==> config.mk <==
export PLATFORM = sky130hd
export DESIGN_NAME = shift_unit_seq
export DESIGN_NICKNAME = d
export VERILOG_FILES = /design/src/rtl/shift_pkg.sv /design/src/rtl/shift_unit_seq_step.sv /design/src/rtl/shift_unit_seq.sv
export SDC_FILE = /design/constraint.sdc
export NUM_CORES = 1
export LEC_CHECK = 0
export CORE_ASPECT_RATIO = 1.75
export CORE_MARGIN = 8
export CORE_UTILIZATION = 45
export CTS_CLUSTER_SIZE = 20
export DETAILED_ROUTE_END_ITERATION = 10
export GPL_ROUTABILITY_DRIVEN = 1
export PLACE_DENSITY = 0.78
export SLEW_MARGIN = 20
export SYNTH_ARGS = -nofsm -noshare
export SYNTH_HDL_FRONTEND = slang
export SYNTH_SLANG_ARGS = --single-unit
export TNS_END_PERCENT = 50
==> constraint.sdc <==
create_clock -name clk -period 2.8 [get_ports clk]
set_input_delay 0.28 -clock clk [delete_from_list [all_inputs] [get_ports clk]]
set_output_delay 0.28 -clock clk [all_outputs]
set_load 0.05 [all_outputs]
==> src/rtl/shift_pkg.sv <==
// rtl/shift_pkg.sv - shared op/state encodings and default width for shift_unit_seq
package shift_pkg;

  localparam int SHIFT_WIDTH = 32;

  typedef enum logic [1:0] {
    OP_SLL  = 2'b00,
    OP_SRL  = 2'b01,
    OP_SRA  = 2'b10,
    OP_ROTR = 2'b11
  } op_e;

  typedef enum logic [1:0] {
    IDLE  = 2'b00,
    SHIFT = 2'b01,
    DONE  = 2'b10
  } state_e;

endpackage

==> src/rtl/shift_unit_seq_step.sv <==
// rtl/shift_unit_seq_step.sv - combinational 1-or-2 bit shift step (rotate only with MIPS_SHIFT_ROTR_EN)
module shift_unit_seq_step
  import shift_pkg::*;
#(
  parameter int WIDTH = SHIFT_WIDTH
) (
  input  logic [WIDTH-1:0] i_acc,
  input  op_e              i_op,
  input  logic             i_step2,
  output logic [WIDTH-1:0] o_acc
);

  always_comb begin
    o_acc = i_acc;
    case (i_op)
      OP_SLL: o_acc = i_step2 ? {i_acc[WIDTH-3:0], 2'b00} : {i_acc[WIDTH-2:0], 1'b0};
      OP_SRL: o_acc = i_step2 ? {2'b00, i_acc[WIDTH-1:2]} : {1'b0, i_acc[WIDTH-1:1]};
      OP_SRA: o_acc = i_step2 ? {{2{i_acc[WIDTH-1]}}, i_acc[WIDTH-1:2]}
                              : {i_acc[WIDTH-1], i_acc[WIDTH-1:1]};
`ifdef MIPS_SHIFT_ROTR_EN
      OP_ROTR: o_acc = i_step2 ? {i_acc[1:0], i_acc[WIDTH-1:2]} : {i_acc[0], i_acc[WIDTH-1:1]};
`endif
      default: o_acc = i_acc;
    endcase
  end

endmodule

==> src/rtl/shift_unit_seq.sv <==
// rtl/shift_unit_seq.sv - iterative 2-bit-per-cycle shifter with start/busy/done handshake
// Optional rotate-right on op=11 when MIPS_SHIFT_ROTR_EN is defined.
module shift_unit_seq
  import shift_pkg::*;
#(
  parameter int WIDTH = SHIFT_WIDTH,
  parameter int SHW   = $clog2(WIDTH)
) (
  input  logic             clk,
  input  logic             rst_n,
  input  logic             start,
  input  logic [1:0]       op,
  input  logic [SHW-1:0]   shamt,
  input  logic [WIDTH-1:0] din,
  output logic             busy,
  output logic             done,
  output logic [WIDTH-1:0] dout
);

  state_e           r_state;
  state_e           w_next;
  op_e              r_op;
  logic [SHW-1:0]   r_cnt;
  logic [SHW-1:0]   w_cnt_dec;
  logic [WIDTH-1:0] r_acc;
  logic [WIDTH-1:0] r_dout;
  logic [WIDTH-1:0] w_step_acc;
  logic             r_busy;
  logic             r_done;
  logic             w_accept;
  logic             w_skip;
  logic             w_step2;

  assign w_accept  = start && (r_state != SHIFT);
  assign w_step2   = (r_cnt >= SHW'(2));
  assign w_cnt_dec = r_cnt - (w_step2 ? SHW'(2) : SHW'(1));

  // Requests needing no shifting go straight to DONE.
`ifdef MIPS_SHIFT_ROTR_EN
  assign w_skip = (shamt == '0);
`else
  assign w_skip = (shamt == '0) || (op_e'(op) == OP_ROTR);
`endif

  shift_unit_seq_step #(
    .WIDTH (WIDTH)
  ) u_step (
    .i_acc   (r_acc),
    .i_op    (r_op),
    .i_step2 (w_step2),
    .o_acc   (w_step_acc)
  );

  always_ff @(posedge clk or negedge rst_n) begin
    if (!rst_n) begin
      r_state <= IDLE;
    end else begin
      r_state <= w_next;
    end
  end

  always_comb begin
    w_next = r_state;
    case (r_state)
      IDLE, DONE: begin
        if (w_accept) begin
          w_next = w_skip ? DONE : SHIFT;
        end else begin
          w_next = IDLE;
        end
      end
      SHIFT: begin
        if (w_cnt_dec == '0) begin
          w_next = DONE;
        end
      end
      default: w_next = IDLE;
    endcase
  end

  always_ff @(posedge clk or negedge rst_n) begin
    if (!rst_n) begin
      r_acc  <= '0;
      r_op   <= OP_SLL;
      r_cnt  <= '0;
      r_busy <= 1'b0;
      r_done <= 1'b0;
      r_dout <= '0;
    end else begin
      if (w_accept) begin
        r_acc <= din;
        r_op  <= op_e'(op);
        r_cnt <= shamt;
      end else if (r_state == SHIFT) begin
        r_acc <= w_step_acc;
        r_cnt <= w_cnt_dec;
      end
      r_busy <= (w_next == SHIFT);
      // done and dout trail the DONE state by one edge; r_acc still holds the result here.
      r_done <= (r_state == DONE);
      if (r_state == DONE) begin
        r_dout <= r_acc;
      end
    end
  end

  assign busy = r_busy;
  assign done = r_done;
  assign dout = r_dout;

endmodule

* Yosys cells after proc, flatten, opt, wreduce, memory -nomap -nowiden
Cells that the tools add are included.
Word-level totals: word-level logic and storage cells 43, bits in registers 75, input port bits 42, output and inout bits 34
Operators by class: add/sub/neg operators 1, muxes and demuxes 13, magnitude comparators 1, reduce and logical (&&, ||, !) cells 12, equality and inequality tests 8
Operators by type and width (number):
- 2-to-1 mux 32 bit | 3
- one-hot mux 32 bit (3 select lines) | 1
- 2-to-1 mux 31 bit | 1
- 2-to-1 mux 30 bit | 1
- logical NOT 5 bit | 2
- 2-to-1 mux 5 bit | 2
- 2-to-1 mux 2 bit | 4
- equality test 2 x 1 -> 1 bit, second input constant | 3
- equality test 2 bit, second input constant | 3
- >= comparator 5 x 2 -> 1 bit, second input constant | 1
- subtractor 5 x 2 -> 5 bit | 1
- logical NOT 2 bit | 2
- one-hot mux 2 bit (2 select lines) | 1
- nonzero test 4 bit | 1
- AND reduction 3 bit | 1
- nonzero test 3 bit | 1
- != test 2 x 1 -> 1 bit, second input constant | 1
- != test 2 bit, second input constant | 1
- AND reduction 2 bit | 1
- nonzero test 2 bit | 1
- OR reduction 2 bit | 1
- logical AND 1 bit | 1
- logical OR 1 bit | 1

* Longest topological paths before layout
Gate-level depths: netlist (run 1).
depth after elaboration 7, depth in mapped cells 11, mapped depth without buffers 8

* Hierarchy
Synthesis (run 1) repeated with hierarchy kept, for this count alone.
Unflattened totals: cell total of the unflattened synthesis 451, area, all modules 4571.9 µm²
By module, submodules not included:
- shift_unit_seq | instances 1, area each 3294.4 µm², cells an instance 274, sequential area each 1876.8 µm²
- shift_unit_seq_step | instances 1, area each 1277.5 µm², cells an instance 177, sequential area each 0.0 µm²

* Worst setup path before layout (run 1)
No wires, ideal clock.
kind flip-flop to flip-flop, from register r_cnt[2], to register r_busy, in the netlist busy, data required time 2.655 ns, stages on the path, launching flop included 12, setup time 0.145 ns, setup slack 0.085 ns, path buffers 3, arrival time 2.570 ns, clock period less this slack 2.715 ns, cell sequence dfrtp_1 clkbuf_1 nor4_1 buf_4 buf_2 ha_1 inv_1 fa_1 nor3_1 xor2_1 nor4_1 o32ai_1
On the way: cells in the longest elaborated chain, start to end 7
Ends and longest elaborated chain:
- from (decl) | RTL line shift_unit_seq.sv:23 | logic [SHW-1:0] r_cnt;
- from (signal assigned) | RTL line shift_unit_seq.sv:93 | r_cnt <= shamt;
- from (signal assigned) | RTL line shift_unit_seq.sv:96 | r_cnt <= w_cnt_dec;
- >= comparator 5 x 2 -> 1 bit | RTL line shift_unit_seq.sv:35 | assign w_step2 = (r_cnt >= SHW'(2));
- 2-to-1 mux 2 bit | RTL line shift_unit_seq.sv:36 | assign w_cnt_dec = r_cnt - (w_step2 ? SHW'(2) : SHW'(1));
- subtractor 5 x 2 -> 5 bit (*) | RTL line shift_unit_seq.sv:36
- logical NOT 5 bit (*) | RTL line shift_unit_seq.sv:73 | if (w_cnt_dec == '0) begin
- 2-to-1 mux 2 bit (*) | RTL line shift_unit_seq.sv:73
- one-hot mux 2 bit (2 select lines) (*) | RTL line shift_unit_seq.sv:64 | case (r_state)
- equality test 2 x 1 -> 1 bit (*) | RTL line shift_unit_seq.sv:98 | r_busy <= (w_next == SHIFT);
- to (signal assigned) | RTL line shift_unit_seq.sv:98
- to (decl) | RTL line shift_unit_seq.sv:28 | logic r_busy;
Mark *: on every way between the ends. The rest lies on a longest branch, timed or not. A chain may end at the register's enable or synchronous reset.

* Final worst setup path (run 1)
from register r_cnt[3], to register r_busy, in the netlist busy
The elaborated chain is that of the path after synthesis.

==> key figures, run 1 <==
Synth
  – Seq cells post-synth: 75
  – Cells after Synth: 372
  – Synth warn: 0
  – Area fraction in compound gates after synthesis: 19.99%
  – Post-synth EDFFs: 0
  – Largest family of logic cells by synthesized area: multiplexers
  – Simple-gate share of the synthesized area: 5.118%
  – Post-Synth Adder-Cell Area: 1.975%
  – Post-synth net total: 420
  – Sequential area share after synthesis: 44.90%
  – Synthesized area: 4180 µm²
  – Post-synthesis mux area share: 22.39%
  – Ys async rst share: 100.0%
  – XOR/XNOR share of the synthesized area: 0.4190%
  – Post-synth cell types: 40
  – Mapped Avg Cell Area: 11.24 µm²
  – Post-synth top flop: dfrtp_1

Clock tree
  – Total CTS buffers: 9
  – TritonCTS clock tree: built
  – Clk Latency, worst-skew pair: 0.34 ns
  – Clock Pin Slew Worst Setup and Hold Paths: 0.06 ns
  – # Post-CTS Setup Buffers: 0
  – Hold-fix buffers, CTS: 0
  – PostCTS Resize Cnt: 0
  – Root Buffer: clkbuf_16
  – Number of H-tree levels: 3
  – CTS max path bufs: 2
  – Clk sinks: 75

Floorplanning
  – Chip Height: 143.5 µm
  – Die Wd: 88.86 µm
  – Die area: 12750 µm²
  – Initial Util: 46.26%
  – I/O pin total: 76
  – Core region area: 9036 µm²
  – Cell row count: 46

Timing
  – Worst slew pin tran: 1.093 ns
  – Highest clock rate: 0.3730 GHz
  – RSZ-0062 raised after global routing: no
  – Rel. slew slack: 27.14%
  – Final Max Tran Viols: 0
  – Setup TNS: 0 ns
  – # setup viols final: 0
  – Clock skew: 0.006663 ns
  – Period utilisation layout: 95.74%
  – Post-layout minimum cycle time: 2.681 ns
  – Final hold violation count: 0

Pwr
  – Pint: 0.004362 W
  – Clock power frac: 14.0%
  – Sw Ratio: 45.79%
  – Combinational share of power: 58.6%
  – Leak: 2.076 nW
  – Total power draw: 0.008046 W
  – Sequential share of power: 27.4%
  – Peak supply drop: 0.9057 mV
  – NetSw: 0.003684 W
  – PwrDens: 1523 nW/µm²

Global routing
  – Total Routing Usage GR: 16.89%
  – Vias in the first global route: 3327
  – Initial antenna violation count: 0
  – Total global routing overflow: 0
  – First-pass GRT wire length: 16470 µm
  – Largest net degree at the start of global routing: 76

Setup path
  – Crit end category: flip-flop
  – Crit path max-delay family: simple AND/OR/NAND/NOR gates
  – Max stage delay cell, worst path: fa_1
  – CP max FO: 27
  – Critical path type: reg2reg
  – Worst Path Arrival: 2.87 ns
  – CP peak stage delay: 0.50 ns
  – Crit-path cells: nor4_2 -> buf_4 -> fa_1 -> nand3b_1 -> nor4_1 -> o32ai_1
  – Critical Path RT: 2.99 ns
  – Bufs and invs on worst path: 1
  – Element type at the critical path start: flip-flop
  – FF-to-FF setup slack: 0.12 ns

Final layout
  – Most frequent cells in the layout: 75 x dfrtp_1, 74 x clkdlybuf4s50_1, 62 x mux2i_1
  – Cell area after layout: 5284 µm²
  – Total Nets Final: 486
  – Non-Filler Instances: 563
  – Ant. Diodes: 0
  – Commonest non-fill, non-tap cell in the layout: dfrtp_1
  – Layout cell share with drive strength beyond 1: 17.16%
  – P&R area growth vs syn: 26.40%

Route
  – Via/cell ratio: 5.741
  – DR WL/cell: 18.52 µm
  – Via count: 3232
  – First drt pass iteration count: 4
  – Iter 0 DRT Violations: 169
  – Wirelength, routed: 10420 µm
  – Number of remaining DRC errors: 0
  – Final ANT Viol Nets: 0

Placement
  – Placed instance area: 4991 µm²
  – RePlAce Congestion: 0.8169
  – Hpwl dp: 7096 µm
  – Placed cell count: 547
  – Buffers on Ports: 75

Job
  – Max Cap Viol: 0

Status
  – Status: finished, final reports clean

Min path
  – Worst hold path type: in2async
-- kinds of logic after synthesis --
group / after synthesis
flip-flops: 75
multiplexers: 90
AO/OA/AOI/OAI: 115
XOR/XNOR: 2
AND/OR/NAND/NOR: 43
adder cells (fa/ha/maj): 6
buffers and inverters: 41
-- final cells by class --
| cell class | count | area (µm²) |
|---|---|---|
| Fill cell | 782 | 3752 |
| Clock inverter | 1 | 5.005 |
| Tap cell | 120 | 150.1 |
| Clock buffer | 15 | 287.8 |
| Timing Repair Buffer | 86 | 830.8 |
| Multi-Input combinational cell | 256 | 2096 |
| Sequential cell | 75 | 1877 |
| Inverter | 10 | 37.54 |
-- stage by stage --
step | worst slack [ns] | util, % | hold WS [ns]
global placement | 0.3107 | 55.23 | 0.4709
CTS | 0.1705 | 58.47 | 0.1283
floorplan | 0.08480 | - | -0.01559
global route | 0.03271 | 58.47 | 0.1838
finish | 0.1192 | 58.47 | 0.08892
detailed placement | 0.1952 | 55.23 | 0.4757
-- power by group through the flow --
stage,Clock (W),Sequential [W],Combinational [W]
2_1_floorplan,0,0.00282,0.00295
3_3_place_gp,0,0.00219,0.00459
3_5_place_dp,0,0.00221,0.00470
4_1_cts,0.00114,0.00220,0.00475
5_1_grt,0.00119,0.00229,0.00505
6_report,0.00112,0.00220,0.00472
-- worst paths after layout --
path                       startpoint       end  cells past startpoint
max in group asynchronous       rst_n   dout[3]                      1
max reg2reg                  r_cnt[3]      busy                      6
min in group clk              dout[1]   dout[1]                      2
min reg2reg                   dout[1]   dout[1]                      2
max                          r_cnt[3]      busy                      6
min                             rst_n  dout[17]                      1
-- registers in the layout (all words and copies together), names as in the netlist --
| name | cells |
|---|---|
| r_state | 2 |
| done | 1 |
| r_cnt | 5 |
| dout | 32 |
| r_acc | 32 |
| busy | 1 |
| r_op | 2 |
-- Yosys cell counts, types with 3 or more instances --
library cell | instances | share of area, %
clkbuf_1 | 15 | 1.3
or3_1 | 4 | 0.60
inv_1 | 10 | 0.90
mux2_2 | 28 | 7.5
a21oi_1 | 5 | 0.60
nand2_1 | 14 | 1.3
buf_4 | 5 | 0.90
buf_2 | 6 | 0.72
a31oi_1 | 6 | 0.90
a2bb2oi_1 | 4 | 0.84
nor4_1 | 3 | 0.45
ha_1 | 5 | 1.5
mux2i_1 | 62 | 15
buf_6 | 5 | 1.3
dfrtp_1 | 75 | 45
o21ai_0 | 17 | 2.0
o22ai_1 | 26 | 3.9
o22a_1 | 24 | 5.0
a21oi_2 | 20 | 4.2
nor2_1 | 10 | 0.90
-- layer usage --
layer	share of wire, %	track usage (%)	vias up
li1	-	-	1530
met1	39	17.54	1596
met2	53	29.87	84
met3	4.3	3.833	22
met4	2.9	9.417	0
met5	0	0	-
Power figures use the tool's default switching activity.
==> run 2, diff against run 1 <==
- CAP_MARGIN: unset -> 20
==> results of run 2 <==
The final DEF is identical to that of run 1; final timing and power are the same.
==> run 3, diff against run 2 <==
- PLACE_DENSITY: 0.78 -> 0.72
- SKIP_LAST_GASP: unset -> 1
==> run 3 against run 2 <==
Net effect:
- core utilization down 0.14 points
- first-iteration DRC count up 19%
- combinational power about the same
- die area unchanged
- clock-buffer cell count down 2
- total power down 0.45%
- cell count down 0.71%
- non-clock buffer count down 3
- sequential share of layout area up 0.084 points
- flip-flop and latch count unchanged
- sequential power about the same
- critical endpoint unchanged
- largest cell class unchanged
- highest routed layer unchanged
==> key figures, run 3 (synthesis gave the netlist of run 1 again) <==
Floorplanning
  – I/O pin total: 76 (unchanged)
  – Die Wd: 88.86 µm (unchanged)
  – Cell row count: 46 (unchanged)
  – Chip Height: 143.5 µm (unchanged)
  – Core region area: 9036 µm² (unchanged)
  – Initial Util: 46.26% (unchanged)
  – Die area: 12750 µm² (unchanged)

Timing
  – Setup TNS: 0 ns (unchanged)
  – Final Max Tran Viols: 0 (unchanged)
  – Highest clock rate: 0.3841 GHz (+3.0%)
  – Final hold violation count: 0 (unchanged)
  – Period utilisation layout: 92.99% (-2.8 points)
  – Post-layout minimum cycle time: 2.604 ns (-0.07713 ns)
  – RSZ-0062 raised after global routing: no
  – Clock skew: 0.004131 ns (-0.002532 ns)
  – Worst slew pin tran: 1.074 ns (-0.01941 ns)
  – Hold Slack: 0.08368 ns (-0.005240 ns)
  – Worst Slack Setup Final: 0.1963 ns (+0.07713 ns)
  – # setup viols final: 0 (unchanged)
  – Rel. slew slack: 28.42% (+1.3 points)

Setup path
  – Critical path type: reg2reg
  – Max stage delay cell, worst path: fa_1
  – Crit end category: flip-flop
  – CP peak stage delay: 0.45 ns (-0.05 ns)
  – Critical Path RT: 3.00 ns (about the same)
  – Bufs and invs on worst path: 1 (unchanged)
  – Element type at the critical path start: flip-flop
  – Worst path most repeated cell: nor4_2
  – Crit-path cells: nor4_2 -> ha_1 -> inv_1 -> fa_1 -> nor3_1 -> xor2_1 -> nor4_2 -> o32ai_1
  – Crit path max-delay family: simple AND/OR/NAND/NOR gates
  – CP max FO: 5 (-81%)
  – Worst Path Arrival: 2.80 ns (-0.07 ns)

Final layout
  – P&R area growth vs syn: 26.10%
  – Register area: 1877 µm² (unchanged)
  – Most frequent cells in the layout: 75 x dfrtp_1, 74 x clkdlybuf4s50_1, 62 x mux2i_1
  – Ant. Diodes: 0 (unchanged)
  – Layout cell share with drive strength beyond 1: 16.86% (-0.30 points)
  – Commonest non-fill, non-tap cell in the layout: dfrtp_1
  – Filler cells: 825 (+5.5%)
  – Fin util: 58.34% (-0.14 points)
  – Area of the multi-input gates: 2102 µm² (+0.30%)
  – Total Nets Final: 483 (-0.62%)

Route
  – Via/cell ratio: 5.794 (+0.93%)
  – Final ANT Viol Nets: 0 (unchanged)
  – Number of remaining DRC errors: 0 (unchanged)
  – Via count: 3239 (+0.22%)
  – Iter 0 DRT Violations: 201 (+19%)
  – Wirelength, routed: 10510 µm (+0.84%)
  – DR WL/cell: 18.81 µm (+1.6%)
  – First drt pass iteration count: 4 (unchanged)

Clock tree
  – # Post-CTS Setup Buffers: 0 (unchanged)
  – CTS max path bufs: 2 (unchanged)
  – Total CTS buffers: 9 (unchanged)
  – Root Buffer: clkbuf_16
  – Clk Latency, worst-skew pair: 0.33 ns (about the same)
  – TritonCTS clock tree: built
  – Number of H-tree levels: 3 (unchanged)
  – Clk sinks: 75 (unchanged)
  – Clock Pin Slew Worst Setup and Hold Paths: 0.06 ns (about the same)

Pwr
  – Total power draw: 0.008010 W (-0.45%)
  – Peak supply drop: 0.6658 mV (-26%)
  – PwrDens: 1520 nW/µm² (-0.21%)
  – Leak: 2.066 nW (-0.52%)

Placement
  – Buffers on Ports: 75 (unchanged)
  – Hpwl dp: 7385 µm (+4.1%)
  – Pre-CTS WS: 0.09113 ns (-0.1041 ns)
  – RePlAce Congestion: 0.8575 (+5.0%)

Global routing
  – Initial antenna violation count: 0 (unchanged)
  – Vias in the first global route: 3371 (+1.3%)
  – Total Routing Usage GR: 17.10% (+0.20 points)
  – First-pass GRT wire length: 16820 µm (+2.1%)
  – Largest net degree at the start of global routing: 76 (unchanged)
  – Total global routing overflow: 0 (unchanged)

Min path
  – Worst hold path type: in2async

Status
  – Status: finished, final reports clean

Job
  – Max Cap Viol: 0 (unchanged)
[run 3: what timing repair did]
action	4_1_cts	5_1_grt
hold buffers	0	0
gates resized for setup	0	2
setup endpoints to repair	0	3
[run 3: layer usage]
metal  global-route usage (%)  wire length, µm
met3                    3.947              432
met2                    29.95             5735
met5                        0                0
met4                    8.161              273
met1                    18.51             4071
[run 3: worst paths after layout]
check                          from       end  slack (ns)  cells after the start
hold / removal                rst_n  dout[23]        0.08                      1
setup / recovery           r_cnt[3]      busy        0.20                      8
max in group asynchronous     rst_n  r_acc[0]        2.07                      1
hold reg to reg            dout[30]  dout[30]        0.48                      2
min in group clk           dout[30]  dout[30]        0.48                      2
setup reg to reg           r_cnt[3]      busy        0.20                      8
[run 3: power by group]
| part | internal (W) | total [W] | switching [W] |
|---|---|---|---|
| sequential | 0.00165 | 0.00222 | 0.000568 |
| clock | 0.000664 | 0.00108 | 0.000416 |
| combinational | 0.00202 | 0.00471 | 0.00270 |
| total | 0.00433 | 0.00801 | 0.00368 |
[run 3: area by class of cell]
| cell class | count | area share [%] |
|---|---|---|
| well taps | 120 | 2.848 |
| clock buffers | 13 | 5.127 |
| repair buffers | 83 | 15.64 |
| inverters | 10 | 0.7121 |
| multi-input cells | 256 | 39.88 |
| clock inverters | 2 | 0.1899 |
| flip-flops and latches | 75 | 35.60 |
[run 3: per-stage QoR]
stage	cells	cell area [µm²]
finish	559	5271
global route	559	5271
CTS	559	5261
detailed placement	544	4981
global placement	544	4981
floorplan	372	4180
